`src/rtl/led_bank_arbiter.sv`:
```
// Round-robin arbiter sharing an 8-LED bank between NREQ requesters, with a minimum ownership time in prescaled ticks.
// Optional idle heartbeat on led[7] when LED_BANK_ARB_HEARTBEAT_EN is defined.
module led_bank_arbiter #(
  parameter int unsigned NREQ       = 4,
  parameter int unsigned PRESC      = 12000,
  parameter int unsigned HOLD_TICKS = 250
) (
  input  logic              clk,
  input  logic              rst,
  input  logic [NREQ-1:0]   req,
  input  logic [8*NREQ-1:0] pat,
  output logic [NREQ-1:0]   gnt,
  output logic              busy,
  output logic [7:0]        led
);

  localparam int unsigned PW = (PRESC > 1) ? $clog2(PRESC) : 1;
  localparam int unsigned HW = (HOLD_TICKS > 0) ? $clog2(HOLD_TICKS + 1) : 1;
  localparam int unsigned IW = (NREQ > 1) ? $clog2(NREQ) : 1;

  typedef enum logic [1:0] {
    S_IDLE = 2'd0,
    S_OWN  = 2'd1,
    S_GAP  = 2'd2
  } state_t;

  state_t         r_state;
  logic [PW-1:0]  r_presc;
  logic [HW-1:0]  r_hold;
  logic [IW-1:0]  r_last;
  logic           w_tick;
  logic           w_found;
  logic [IW-1:0]  w_winner;
  int unsigned    w_idx;
  logic           w_others;
  logic           w_own_req;
  logic [7:0]     w_idle_led;
  logic [7:0]     w_pats [NREQ];

  // Free-running tick prescaler
  assign w_tick = (r_presc == PW'(PRESC - 1));

  always_ff @(posedge clk or posedge rst) begin
    if (rst) begin
      r_presc <= '0;
    end else if (w_tick) begin
      r_presc <= '0;
    end else begin
      r_presc <= r_presc + PW'(1);
    end
  end

  always_comb begin
    for (int i = 0; i < NREQ; i++) begin
      w_pats[i] = pat[8*i +: 8];
    end
  end

  // Search starts just after the last owner, so the last owner is considered last
  always_comb begin
    w_found  = 1'b0;
    w_winner = r_last;
    w_idx    = 0;
    for (int unsigned k = 1; k <= NREQ; k++) begin
      w_idx = (32'(r_last) + k) % NREQ;
      if (!w_found && req[IW'(w_idx)]) begin
        w_found  = 1'b1;
        w_winner = IW'(w_idx);
      end
    end
  end

  assign w_others  = |(req & ~gnt);
  assign w_own_req = req[r_last];

`ifdef LED_BANK_ARB_HEARTBEAT_EN
  localparam int unsigned HB_TICKS = 500;

  logic [8:0] r_hb_cnt;
  logic       r_hb;
  logic       w_hb_flip;

  assign w_hb_flip = w_tick && (r_hb_cnt == 9'(HB_TICKS - 1));

  // Heartbeat restarts from zero on every entry to IDLE
  always_ff @(posedge clk or posedge rst) begin
    if (rst) begin
      r_hb_cnt <= '0;
      r_hb     <= 1'b0;
    end else if (r_state != S_IDLE) begin
      r_hb_cnt <= '0;
      r_hb     <= 1'b0;
    end else if (w_hb_flip) begin
      r_hb_cnt <= '0;
      r_hb     <= ~r_hb;
    end else if (w_tick) begin
      r_hb_cnt <= r_hb_cnt + 9'(1);
    end
  end

  assign w_idle_led = {r_hb ^ w_hb_flip, 7'b0};
`else
  assign w_idle_led = 8'h00;
`endif

  // Ownership FSM; r_last doubles as the current owner while in OWN
  always_ff @(posedge clk or posedge rst) begin
    if (rst) begin
      r_state <= S_IDLE;
      gnt     <= '0;
      busy    <= 1'b0;
      led     <= 8'h00;
      r_last  <= IW'(NREQ - 1);
      r_hold  <= '0;
    end else begin
      case (r_state)
        S_IDLE: begin
          if (w_found) begin
            r_state <= S_OWN;
            gnt     <= NREQ'(1) << w_winner;
            led     <= w_pats[w_winner];
            r_last  <= w_winner;
            r_hold  <= HW'(HOLD_TICKS);
            busy    <= 1'b1;
          end else begin
            led <= w_idle_led;
          end
        end
        S_OWN: begin
          if (!w_own_req || ((r_hold == '0) && w_others)) begin
            r_state <= S_GAP;
            gnt     <= '0;
            led     <= 8'h00;
            busy    <= 1'b0;
          end else begin
            led <= w_pats[r_last];
            if (w_tick && (r_hold != '0)) begin
              r_hold <= r_hold - HW'(1);
            end
          end
        end
        S_GAP: begin
          r_state <= S_IDLE;
          led     <= 8'h00;
        end
        default: begin
          r_state <= S_IDLE;
          gnt     <= '0;
          busy    <= 1'b0;
          led     <= 8'h00;
        end
      endcase
    end
  end

endmodule

```
`config.mk`:
```
export PLATFORM = sky130hd
export DESIGN_NAME = led_bank_arbiter
export DESIGN_NICKNAME = d
export VERILOG_FILES = /design/src/rtl/led_bank_arbiter.sv
export SDC_FILE = /design/constraint.sdc
export NUM_CORES = 1
export LEC_CHECK = 0
export BUFFER_PORTS_ARGS = -buffer_cell sky130_fd_sc_hd__buf_2
export CAP_MARGIN = 20
export CORE_ASPECT_RATIO = 1.4
export CORE_MARGIN = 2
export CORE_UTILIZATION = 45
export CTS_CLUSTER_SIZE = 25
export DETAILED_ROUTE_END_ITERATION = 7
export GPL_TIMING_DRIVEN = 0
export PLACE_DENSITY = 0.68
export SLEW_MARGIN = 20
export SYNTH_ARGS = -nofsm -noshare
export SYNTH_HDL_FRONTEND = slang
export SYNTH_SLANG_ARGS = --single-unit
```
`constraint.sdc`:
```
create_clock -name clk -period 7.1 [get_ports clk]
set_input_delay 0.71 -clock clk [delete_from_list [all_inputs] [get_ports clk]]
set_output_delay 0.71 -clock clk [all_outputs]
set_load 0.05 [all_outputs]
```
==> results.sh <==
export IMPL_asyncSetResetFlopFracSynth_pct=100
export IMPL_grt_start_max_net_pins=26
export IMPL_antenna_found_initial=0
export IMPL_first_global_vias=1945
export IMPL_cts_inserted_buffers=5
export IMPL_setup_repair_after_global_routing_missed_its_margin="no"
export IMPL_synth_enable_flop_cells=0
export IMPL_detailedRoute_firstPassIterationCount=4
export IMPL_dp_slack_ns=4.40
export IMPL_finalMaxSlewViolations=0
export IMPL_io_buffer_count=50
export IMPL_register_area_um2=978
export IMPL_combined_area_of_the_multi_input_logic_cells_um2=1240
export IMPL_synth_top_area_share_pct=40.0
export IMPL_post_synth_top_count_cell="sky130_fd_sc_hd__dfrtp_1"
export IMPL_synth_warnings=0
export IMPL_worstSetupStartpointType="register"
export IMPL_max_slew_margin_rel_pct=33.8
export IMPL_crit_required_ns=7.29
export IMPL_timing_critical_path_slowest_stage_cell="sky130_fd_sc_hd__or4b_1"
export IMPL_min_path_type="in2async"
export IMPL_synth_main_ff_cell="sky130_fd_sc_hd__dfrtp_1"
export IMPL_final_critical_path_setup_slack_ns=4.49
export IMPL_cts_path_max_buffers=2
export IMPL_layout_area_overhead_vs_synth_pct=20.2
export IMPL_antenna_cells_inserted=0
export IMPL_slew_of_the_pin_with_the_lowest_slew_margin_ns=0.987
export IMPL_initial_core_util_pct=47.1
export IMPL_first_drt_iteration_drcs=54
export IMPL_cts_tree="done"
export IMPL_final_setup_tns_ns=0
export IMPL_synth_common_cells="sky130_fd_sc_hd__dfrtp_1 (37), sky130_fd_sc_hd__nor2_1 (18), sky130_fd_sc_hd__o21ai_0 (13)"
export IMPL_endpoint_kind="register"
export IMPL_placement_rows=30
export IMPL_postCtsSetupRepairBufs=0
export IMPL_total_i_o_pin_count=51
export IMPL_clock_skew_ns=0.00955
export IMPL_post_cts_resized_instances=0
export IMPL_grt_usage_pct=19.7
export IMPL_synth_area_per_cell_um2=10.8
export IMPL_worstPathArrival_ns=2.79
export IMPL_ant_nets=0
export IMPL_drt_wirelength_per_cell_um=14.8
export IMPL_dp_hpwl_um=3760
export IMPL_static_leakage_power_uw=0.00125
export IMPL_numClockSinks=39
export IMPL_detail_route_drc_violations=0
export IMPL_postRouteWirelength_um=4980
export IMPL_drive_above_1_share_pct=35.5
export IMPL_route_detailed_vias_per_inst=5.51
export IMPL_synthesis_area_um2=2320
export IMPL_power_ir_vdd_worst_uv=254
export IMPL_min_cycle_time_layout_ns=2.61
export IMPL_critical_path_max_fanout=10
export IMPL_cp_cell_sequence="inv_1 -> ha_1 -> or4b_1 -> or4_1 -> buf_2 -> o21a_1 -> buf_6 -> o21bai_4 -> a22o_1"
export IMPL_yosysUniqueCellTypes=48
export IMPL_cts_root_buf="sky130_fd_sc_hd__clkbuf_8"
export IMPL_synth_fp_nets=254
export IMPL_timing_final_setup_violations=0
export IMPL_finalHoldViolCount=0
export IMPL_routed_via_count=1858
export IMPL_ctsHtreeMaxLevel=2
export IMPL_seq_area_frac_synth_pct=42.2
export IMPL_grt_first_pass_wirelength_um=8670
export IMPL_die_width_um=64.6
export IMPL_fin_nets=312
export IMPL_fp_coreArea_um2=4920
export IMPL_achievable_frequency_ghz=0.383
export IMPL_die_y_um=88.9
export IMPL_crit_path_start="r_hold[0]$_DFFE_PP0P_"
export IMPL_synth_top_cells_by_area="sky130_fd_sc_hd__dfrtp_1 (40%), sky130_fd_sc_hd__mux4_2 (8.7%), sky130_fd_sc_hd__mux2i_1 (4.3%)"
export IMPL_post_synth_inst_count=214
export IMPL_power_density_nw_per_um2=351
export IMPL_clkTransAtPathRegs_ns=0.09
export IMPL_design_die_area_um2=5750
export IMPL_cap_viol_max_count=0
export IMPL_crit_reg2reg_launch="r_hold[0]$_DFFE_PP0P_"
export IMPL_ys_seq_elements=39
export IMPL_outcome="complete, no violations"
export IMPL_synth_largest_area_cell="sky130_fd_sc_hd__dfrtp_1"
export IMPL_critical_path_max_stage_delay_ns=0.47
export IMPL_critical_path_class="reg2reg"
export IMPL_layout_filler_cells=435
export IMPL_post_route_period_util_pct=36.7
export IMPL_cts_hold_buf=0
export IMPL_grt_ovfl_total=0
export IMPL_gpl_wtd_cong=0.793
export IMPL_clk_latency_ns=0.30
[final cells by class]
| class | count | share of cell area (%) |
|---|---|---|
| buffer | 10 | 2.88 |
| clock buffer | 5 | 2.47 |
| clock inverter | 3 | 1.57 |
| inverter | 7 | 0.943 |
| multi-input combinational | 158 | 44.4 |
| sequential | 39 | 35.1 |
| tap | 64 | 2.88 |
| timing repair buffer | 51 | 9.70 |
[cells in the final DEF, fill, tap and decap left out, types with 2 or more instances in the layout]
master	instances
sky130_fd_sc_hd__buf_6	4
sky130_fd_sc_hd__nand4_1	6
sky130_fd_sc_hd__xor2_1	8
sky130_fd_sc_hd__a22oi_1	8
sky130_fd_sc_hd__mux4_2	9
sky130_fd_sc_hd__and2b_2	3
sky130_fd_sc_hd__nor2b_1	2
sky130_fd_sc_hd__or2_2	2
sky130_fd_sc_hd__nor3_1	5
sky130_fd_sc_hd__mux2i_1	10
sky130_fd_sc_hd__a22o_1	2
sky130_fd_sc_hd__dfstp_2	2
sky130_fd_sc_hd__inv_1	6
sky130_fd_sc_hd__mux2_2	8
sky130_fd_sc_hd__nand2b_1	4
sky130_fd_sc_hd__a21o_1	4
sky130_fd_sc_hd__clkbuf_8	6
sky130_fd_sc_hd__xnor2_1	7
sky130_fd_sc_hd__ha_1	2
sky130_fd_sc_hd__buf_2	52
sky130_fd_sc_hd__clkbuf_1	2
sky130_fd_sc_hd__nor3b_1	3
sky130_fd_sc_hd__dfrtp_1	37
sky130_fd_sc_hd__nand3_1	9
sky130_fd_sc_hd__nand2_1	12
sky130_fd_sc_hd__nor2_1	18
sky130_fd_sc_hd__o21ai_0	13
sky130_fd_sc_hd__a21oi_1	2
sky130_fd_sc_hd__nor4_1	3
[layer usage]
layer,vias to the layer above,wire length [µm],global-route usage [%]
met5,-,0,0
met4,0,89,8.90
met3,5,201,2.90
met2,45,2690,36.8
met1,906,2000,22.2
li1,902,-,-
[power by group]
| part | switching [µW] | internal (µW) | total (µW) |
|---|---|---|---|
| Sequential | 23.0 | 267 | 290 |
| Clock | 84.3 | 105 | 189 |
| Combinational | 292 | 206 | 498 |
[flip-flops by register name (all words and copies together), names as in the netlist]
name,cells
r_presc,14
led,8
r_hold,8
gnt,4
r_last,2
r_state,2
busy,1
[kinds of logic after synthesis]
logic type	after synthesis	share of synthesized area [%]
adders and majority gates	2	1.08
xor gates and xnor gates	15	5.67
muxes	27	17.0
DFF	39	42.2
buffers and inverters	17	4.59
AOI/OAI and AO/OA	37	11.1
and+or+nand+nor	77	18.4
[worst max-delay path, delay by kind of cell, from the launching register on]
kind	cells	cell delay, ns
adders and majority gates	1	0.20
AOI/OAI and AO/OA	3	0.59
buffers and inverters	3	0.40
DFF	1	0.43
and+or+nand+nor	2	0.87
[stage by stage]
step | total power, µW | instances | cell area (µm²) | hold slack (ns) | utilization [%]
after floorplan | 683 | 214 | 2320 | 0.455 | -
after global placement | 788 | 328 | 2650 | 0.477 | 53.8
after detailed placement | 798 | 329 | 2670 | 0.478 | 54.4
after CTS | 986 | 337 | 2790 | 0.369 | 56.6
after global routing | 1030 | 337 | 2790 | 0.386 | 56.6
final | 977 | 337 | 2790 | 0.356 | 56.6
[worst paths after layout]
path | slack, ns | cells after the start | to
max | 4.49 | 9 | gnt[2]$_DFFE_PP0P_
min | 0.36 | 2 | led[5]$_DFF_PP0_
max reg2reg | 4.49 | 9 | gnt[2]$_DFFE_PP0P_
min reg2reg | 0.49 | 1 | r_presc[0]$_DFF_PP0_
max in group asynchronous | 6.22 | 3 | r_last[0]$_DFFE_PP1P_
min in group clk | 0.49 | 1 | r_presc[0]$_DFF_PP0_
Note: power is estimated with default switching activity, not from simulation.
